$ cat config.mk
export PLATFORM = sky130hd
export DESIGN_NAME = mem_fill_arbiter
export DESIGN_NICKNAME = d
export VERILOG_FILES = /design/src/rtl/mem_fill_arbiter.sv
export SDC_FILE = /design/constraint.sdc
export NUM_CORES = 1
export LEC_CHECK = 0
export BUFFER_PORTS_ARGS = -buffer_cell sky130_fd_sc_hd__buf_4
export CORE_MARGIN = 3
export CORE_UTILIZATION = 40
export CTS_CLUSTER_SIZE = 28
export DETAILED_ROUTE_END_ITERATION = 8
export PLACE_DENSITY = 0.86
export SYNTH_ARGS = -nofsm -noshare
export SYNTH_HDL_FRONTEND = slang
export SYNTH_SLANG_ARGS = --single-unit
$ cat constraint.sdc
create_clock -name clk -period 1.75 [get_ports clk]
set_clock_uncertainty 0.2 [all_clocks]
set_input_delay 0.2625 -clock clk [delete_from_list [all_inputs] [get_ports clk]]
set_output_delay 0.2625 -clock clk [all_outputs]
set_load 0.005 [all_outputs]
$ cat src/rtl/mem_fill_arbiter.sv
// Memory fill arbiter: serialises I-cache/D-cache block fills and D-cache write-through stores.
// Define ARB_ROUND_ROBIN_EN to alternate grants on contention instead of fixed D-cache priority.
module mem_fill_arbiter #(
  parameter int unsigned DATA_W          = 16,
  parameter int unsigned ADDR_W          = 16,
  parameter int unsigned WORDS_PER_BLOCK = 8,
  parameter int unsigned MEM_LATENCY     = 4
) (
  input  logic                               clk,
  input  logic                               rst_n,
  input  logic                               icache_req,
  input  logic [ADDR_W-1:0]                  icache_addr,
  input  logic                               dcache_req,
  input  logic [ADDR_W-1:0]                  dcache_addr,
  input  logic                               dcache_wr,
  input  logic [DATA_W-1:0]                  dcache_wdata,
  output logic                               mem_en,
  output logic                               mem_wr,
  output logic [ADDR_W-1:0]                  mem_addr,
  output logic [DATA_W-1:0]                  mem_wdata,
  input  logic [DATA_W-1:0]                  mem_rdata,
  input  logic                               mem_rvalid,
  output logic                               fill_valid,
  output logic [DATA_W-1:0]                  fill_data,
  output logic [$clog2(WORDS_PER_BLOCK)-1:0] fill_idx,
  output logic                               fill_sel,
  output logic                               icache_done,
  output logic                               dcache_done,
  output logic                               busy
);

  localparam int unsigned IDX_W = $clog2(WORDS_PER_BLOCK);
  localparam int unsigned CNT_W = IDX_W + 1;
  // Byte offset bits within a block of 2-byte words
  localparam int unsigned OFS_W = IDX_W + 1;
  localparam logic [ADDR_W-1:0] OFS_MASK = ADDR_W'((64'd1 << OFS_W) - 64'd1);

  if (WORDS_PER_BLOCK < 2 || (WORDS_PER_BLOCK & (WORDS_PER_BLOCK - 1)) != 0 || MEM_LATENCY < 1)
  begin : g_bad_params
    $error("mem_fill_arbiter: illegal parameterisation");
  end

  typedef enum logic [1:0] {
    ST_IDLE,
    ST_FILL,
    ST_WRITE,
    ST_DONE
  } state_t;

  state_t              state_q, state_d;
  logic                owner_q;
  logic [ADDR_W-1:0]   addr_q;
  logic [DATA_W-1:0]   data_q;
  logic [CNT_W-1:0]    icnt_q;
  logic [IDX_W-1:0]    rcnt_q;
  logic                grant_d;
  logic                take;
  logic [ADDR_W-1:0]   fill_base;

`ifdef ARB_ROUND_ROBIN_EN
  logic last_d_q;

  assign grant_d = dcache_req && (!icache_req || !last_d_q);

  // Remember who was granted last so contention alternates
  always_ff @(posedge clk or negedge rst_n) begin
    if (!rst_n) begin
      last_d_q <= 1'b0;
    end else if (take) begin
      last_d_q <= grant_d;
    end
  end
`else
  assign grant_d = dcache_req;
`endif

  assign take      = (state_q == ST_IDLE) && (icache_req || dcache_req);
  assign fill_base = addr_q & ~OFS_MASK;

  // State, latched request and word counters
  always_ff @(posedge clk or negedge rst_n) begin
    if (!rst_n) begin
      state_q <= ST_IDLE;
      owner_q <= 1'b0;
      addr_q  <= '0;
      data_q  <= '0;
      icnt_q  <= '0;
      rcnt_q  <= '0;
    end else begin
      state_q <= state_d;
      if (take) begin
        owner_q <= grant_d;
        addr_q  <= grant_d ? dcache_addr : icache_addr;
        data_q  <= grant_d ? dcache_wdata : '0;
        icnt_q  <= '0;
        rcnt_q  <= '0;
      end else begin
        if (mem_en && !mem_wr) icnt_q <= icnt_q + CNT_W'(1);
        if (fill_valid)        rcnt_q <= rcnt_q + IDX_W'(1);
      end
    end
  end

  // Next state and memory/fill/done outputs
  always_comb begin
    state_d     = state_q;
    mem_en      = 1'b0;
    mem_wr      = 1'b0;
    mem_addr    = '0;
    mem_wdata   = '0;
    fill_valid  = 1'b0;
    fill_data   = '0;
    fill_idx    = '0;
    fill_sel    = 1'b0;
    icache_done = 1'b0;
    dcache_done = 1'b0;
    busy        = (state_q != ST_IDLE);

    unique case (state_q)
      ST_IDLE: begin
        if (take) state_d = (grant_d && dcache_wr) ? ST_WRITE : ST_FILL;
      end
      ST_FILL: begin
        if (icnt_q < CNT_W'(WORDS_PER_BLOCK)) begin
          mem_en   = 1'b1;
          mem_addr = fill_base + ADDR_W'({icnt_q, 1'b0});
        end
        // Returns pass straight through; leaving FILL on the last one drops any extras
        if (mem_rvalid) begin
          fill_valid = 1'b1;
          fill_data  = mem_rdata;
          fill_idx   = rcnt_q;
          fill_sel   = owner_q;
          if (rcnt_q == IDX_W'(WORDS_PER_BLOCK - 1)) state_d = ST_DONE;
        end
      end
      ST_WRITE: begin
        mem_en    = 1'b1;
        mem_wr    = 1'b1;
        mem_addr  = addr_q;
        mem_wdata = data_q;
        state_d   = ST_DONE;
      end
      ST_DONE: begin
        icache_done = !owner_q;
        dcache_done = owner_q;
        state_d     = ST_IDLE;
      end
      default: state_d = ST_IDLE;
    endcase
  end

endmodule

### Word level (Yosys, flattened, before mapping)

Cells that the tools add are included.

* register bits: 42
* input port bits: 70
* output and inout bits: 58
* word-level logic and storage cells: 55

* add/subtract/negate cells: 3
* $lt $le $gt $ge: 1
* equality and inequality tests: 7
* mux-type cells: 27
* reductions and logical operators: 11

Operator list (number)
* two-way mux 16 bit: 6
* case mux 16 bit (2 select lines): 1
* adder 16 x 5 -> 16 bit: 1
* two-way mux 3 bit: 4
* two-way mux 1 bit: 8
* two-way mux 2 bit: 4
* two-way mux 4 bit: 2
* case mux 2 bit (4 select lines): 1
* inequality test 2 bit (second input constant): 3
* nonzero test 2 bit: 3
* adder 4 x 1 -> 4 bit (second input constant): 1
* equality test 2 bit (second input constant): 2
* < comparator 4 bit (second input constant): 1
* adder 3 x 1 -> 3 bit (second input constant): 1
* equality test 3 bit (second input constant): 1
* logical AND 1 bit: 3
* AND reduction 3 bit: 1
* equality test 2 x 1 -> 1 bit (second input constant): 1
* logical NOT 1 bit: 2
* logical NOT 2 bit: 1
* case mux 1 bit (2 select lines): 1
* logical OR 1 bit: 1

### Depth between registers and ports, before layout

* depth in word-level cells: 6
* mapped depth: 6
* mapped depth without buffers: 6

### Worst setup path after synthesis

OpenSTA, ideal clock, no wires.

* path kind: register -> output
* start point: reg state_q[1]
* end point: out mem_addr[10]
* data arrival time: 1294 ps
* required time: 1287 ps
* setup slack: -7 ps
* stages on the path, launching flop included: 7
* path buffers: 1
* cells stage by stage: dfrtp_1 -> inv_1 -> ha_1 -> nor2b_4 -> o21a_2 -> buf_6 -> and2_1

* longest elaborated chain between the ends: 2
* elaborated cells on any way between the ends: 3
* those cells by class: eq/ne: 2; mux: 1

Ends and longest elaborated chain
* from (decl): line 50 `state_t state_q, state_d;`
* from (signal assigned): line 90 `state_q <= state_d;`
* equality test 2 bit / equality test 2 x 1 -> 1 bit (equally long branches): line 119 `unique case (state_q)`
* case mux 16 bit (2 select lines) *: line 119
* to (decl): line 19 `output logic [ADDR_W-1:0] mem_addr,`

Mark *: on every way between the ends. The rest lies on a longest branch, timed or not.

### Worst setup path after layout

* start point: reg state_q[1]
* end point: out mem_addr[1]

Same word-level chain as after synthesis.

==> flow_summary.toml <==
[pwr]
seqPwrFrac_pct = 27.4
p_leak_nw = 2.11
power_frac_clock_pct = 9.9
power.density_mw_per_mm2 = 1520
peakVddDrop_uv = 818
p_total_mw = 6.11
p_sw_mw = 2.27
p_sw_share_pct = 37.2
p_int_mw = 3.84
pwr-share-comb_pct = 62.7

[synthesis]
avgSynthCellArea_um2 = 8.98
seq_area_frac_synth_pct = 44.8
synthAdderAreaFrac_pct = 4.27
ys_types = 28
synth-edff-count = 0
async_flop_share_pct = 100
synthSimpleGateAreaFrac_pct = 29.5
syn-instance-count = 261
syn_area_mm2 = 0.00234
synth_compound_area_share_pct = 6.88
ys.flop_type = "dfrtp_1"
ys_ff_latch = 42
synth_xor_area_share_pct = 0.747
synth_nets = 339
synth_top_family_by_area = "simple AND/OR/NAND/NOR gates"
muxShareOfSynthArea_pct = 8.75
ys_warn_count = 0

[sta]
post-route-min-period_ps = 2080
hold_violations = 0
timing.slew.headroom_pct = 64.8
fin_ws_ps = -326
tightest_slew_ps = 528
period_share_pct = 119
fmax_ghz = 0.482
holdWs_ps = 10.2
drv_slew = 0
rsz0062_at_grt = "true"
setup_viol = 64
setup_tns_ps = -14970

[setup_path]
slowest_stage = "dfrtp_1"
critPathRequiredTime_ps = 1290
worstPathArrival_ps = 1610
critPathMaxFanout = 3
cp-start-kind = "flip-flop"
path_cells = "inv_2 -> ha_4 -> nor2b_4 -> buf_6 -> a22oi_2 -> nor2_2 -> buf_4"
max_stage_delay_ps = 410
end_kind = "output pin"
crit_type = "flip-flop to output pin"

[outcome]
violations = "negative setup slack"
status = "finished, violations left"

[floorplanning]
start_util_pct = 42.1
io_pins = 128
dieArea_mm2 = 0.00682
dieWidth_um = 82.6
rows = 27
die-height_um = 82.6
coreArea_mm2 = 0.00557

[global_route]
track_usage_pct = 20.8
grt_antenna_before_repair = 0
grt_pass1_wl_mm = 10.9
grt_pass1_vias = 2307
grt_max_degree = 43
grt_overflow = 0

[final_layout]
utilization_pct = 72.2
nFillCells = 422
finalInstanceArea_mm2 = 0.00402
area_growth_pct = 71.6
seq_area_mm2 = 0.00105
multiInputGateArea_mm2 = 0.00147
drive_gt1_share_pct = 51.2
diodes = 0
layout.cells.non_filler = 482
layout.nets = 489

[cts]
cts_buffer_depth = 2
cts_num_sinks = 42
clkLatencyLatePin_ps = 280
cts_root_buf = "clkbuf_8"
numCtsBuffers = 5
cts_tree = "done"
htree_levels = 2
clk_pin_slew_ps = 70

[place]
dp_hpwl_mm = 4.85
pre_cts_slack_ps = -168
placed_cell_area_mm2 = 0.00336
numPortBuffers = 127
place.gp.congestion = 0.753
dp_cells = 450

[detailed_routing]
drt_iter0_markers = 102
drt_pre_antenna_iters = 4
finalWirelength_mm = 8.17
via_per_inst = 5.19
wl_per_cell_um = 16.9
vias = 2502
drtAntennaViolNets = 0
drcViolationCount = 0

[run]
cap_violations = 0

[min_path]
hold_class = "input port to flip-flop"
==> cell usage after synthesis (3+ instances only) <==
master    number  share of area (%)
a22oi_1        3               0.96
and2_1        30                8.0
nand2_1       59                9.4
nand3_1       17                3.6
nor2_1         9                1.4
o21ai_0       16                3.4
inv_1          5               0.80
and3_1        20                5.3
dfrtp_1       42                 45
mux2i_1       19                8.1
ha_1           8                4.3
clkbuf_1       6               0.96
buf_2          7                1.5
==> worst max-delay path, delay by kind of cell (launching register included) <==
| kind | cells | cell delay (ps) |
|---|---|---|
| flip-flops | 1 | 410 |
| AND/OR/NAND/NOR | 2 | 320 |
| AO/OA/AOI/OAI | 1 | 60 |
| adder cells (fa/ha/maj) | 1 | 150 |
| buffers and inverters | 3 | 390 |
==> layout make-up <==
| cell class | instances | area share, % |
|---|---|---|
| multi-input cells | 204 | 36.4 |
| clock buffers | 6 | 2.05 |
| inverters | 5 | 0.466 |
| flip-flops and latches | 42 | 26.2 |
| well taps | 72 | 2.24 |
| repair buffers | 153 | 32.7 |
==> sequential cells by signal, indices dropped and copies added, names as in the netlist <==
register,cells
data_q,16
rcnt_q,3
state_q,2
addr_q,16
icnt_q,4
owner_q,1
==> worst paths after layout <==
check,start,slack [ps],endpoint,cells past startpoint
setup / recovery,state_q[1]$_DFFE_PN0P_,-330,mem_addr[1],7
hold / removal,dcache_wdata[9],10,data_q[9]$_DFFE_PN0P_,3
setup reg to reg,state_q[1]$_DFFE_PN0P_,-90,state_q[1]$_DFFE_PN0P_,7
hold reg to reg,data_q[1]$_DFFE_PN0P_,260,data_q[1]$_DFFE_PN0P_,2
max in group asynchronous,rst_n,660,state_q[0]$_DFFE_PN0P_,2
min in group asynchronous,rst_n,310,data_q[3]$_DFFE_PN0P_,2
==> per-layer routing <==
metal | GRT usage [%] | vias up | share of wire, %
met5 | 0 | - | 0
li1 | - | 1185 | -
met4 | 4.90 | 0 | 0.51
met2 | 38.7 | 94 | 57
met3 | 3.80 | 6 | 6.7
met1 | 24.5 | 1217 | 36
==> timing repair <==
| item | CTS | global route |
|---|---|---|
| buffers inserted | 7 | 6 |
| endpoints found under the hold margin | 42 | 0 |
| gates resized for setup | 39 | 40 |
| gates cloned | 6 | 6 |
| hold buffers | 1 | 0 |
| endpoints found under the setup margin | 81 | 100 |
| pin swaps | 17 | 10 |
==> cells by family (layout without fill, tap and decap cells) <==
family / Yosys count / in the layout
xor gates and xnor gates: 2 / 2
adders and majority gates: 8 / 8
DFF: 42 / 42
muxes: 20 / 20
AOI/OAI and AO/OA: 27 / 35
and+or+nand+nor: 139 / 139
buffers and inverters: 23 / 164
==> power by group through the flow <==
stage / registers, mW / logic (mW) / clock network (mW)
after floorplan: 1.58 / 1.42 / 0
after global placement: 1.63 / 2.28 / 0
after detailed placement: 1.65 / 2.40 / 0
after CTS: 1.65 / 3.11 / 0.609
after global routing: 1.73 / 4.14 / 0.660
final: 1.68 / 3.83 / 0.604
==> cells in the final DEF, fill, tap and decap left out, types with 3 or more instances in the layout <==
cell type and instances:
buf_4 128, inv_2 3, and2_1 18, a22oi_2 4
nor2_1 7, o21ai_0 12, and2_4 12, dfrtp_1 41
mux2i_1 19, ha_4 4, and3_1 11, o21ai_1 6
buf_6 17, nand2_1 57, nand3_1 17, o21ai_2 3
o21ai_4 5, clkbuf_8 6, and3_4 9, ha_1 3
No activity file was read; power rests on OpenSTA's default activity.
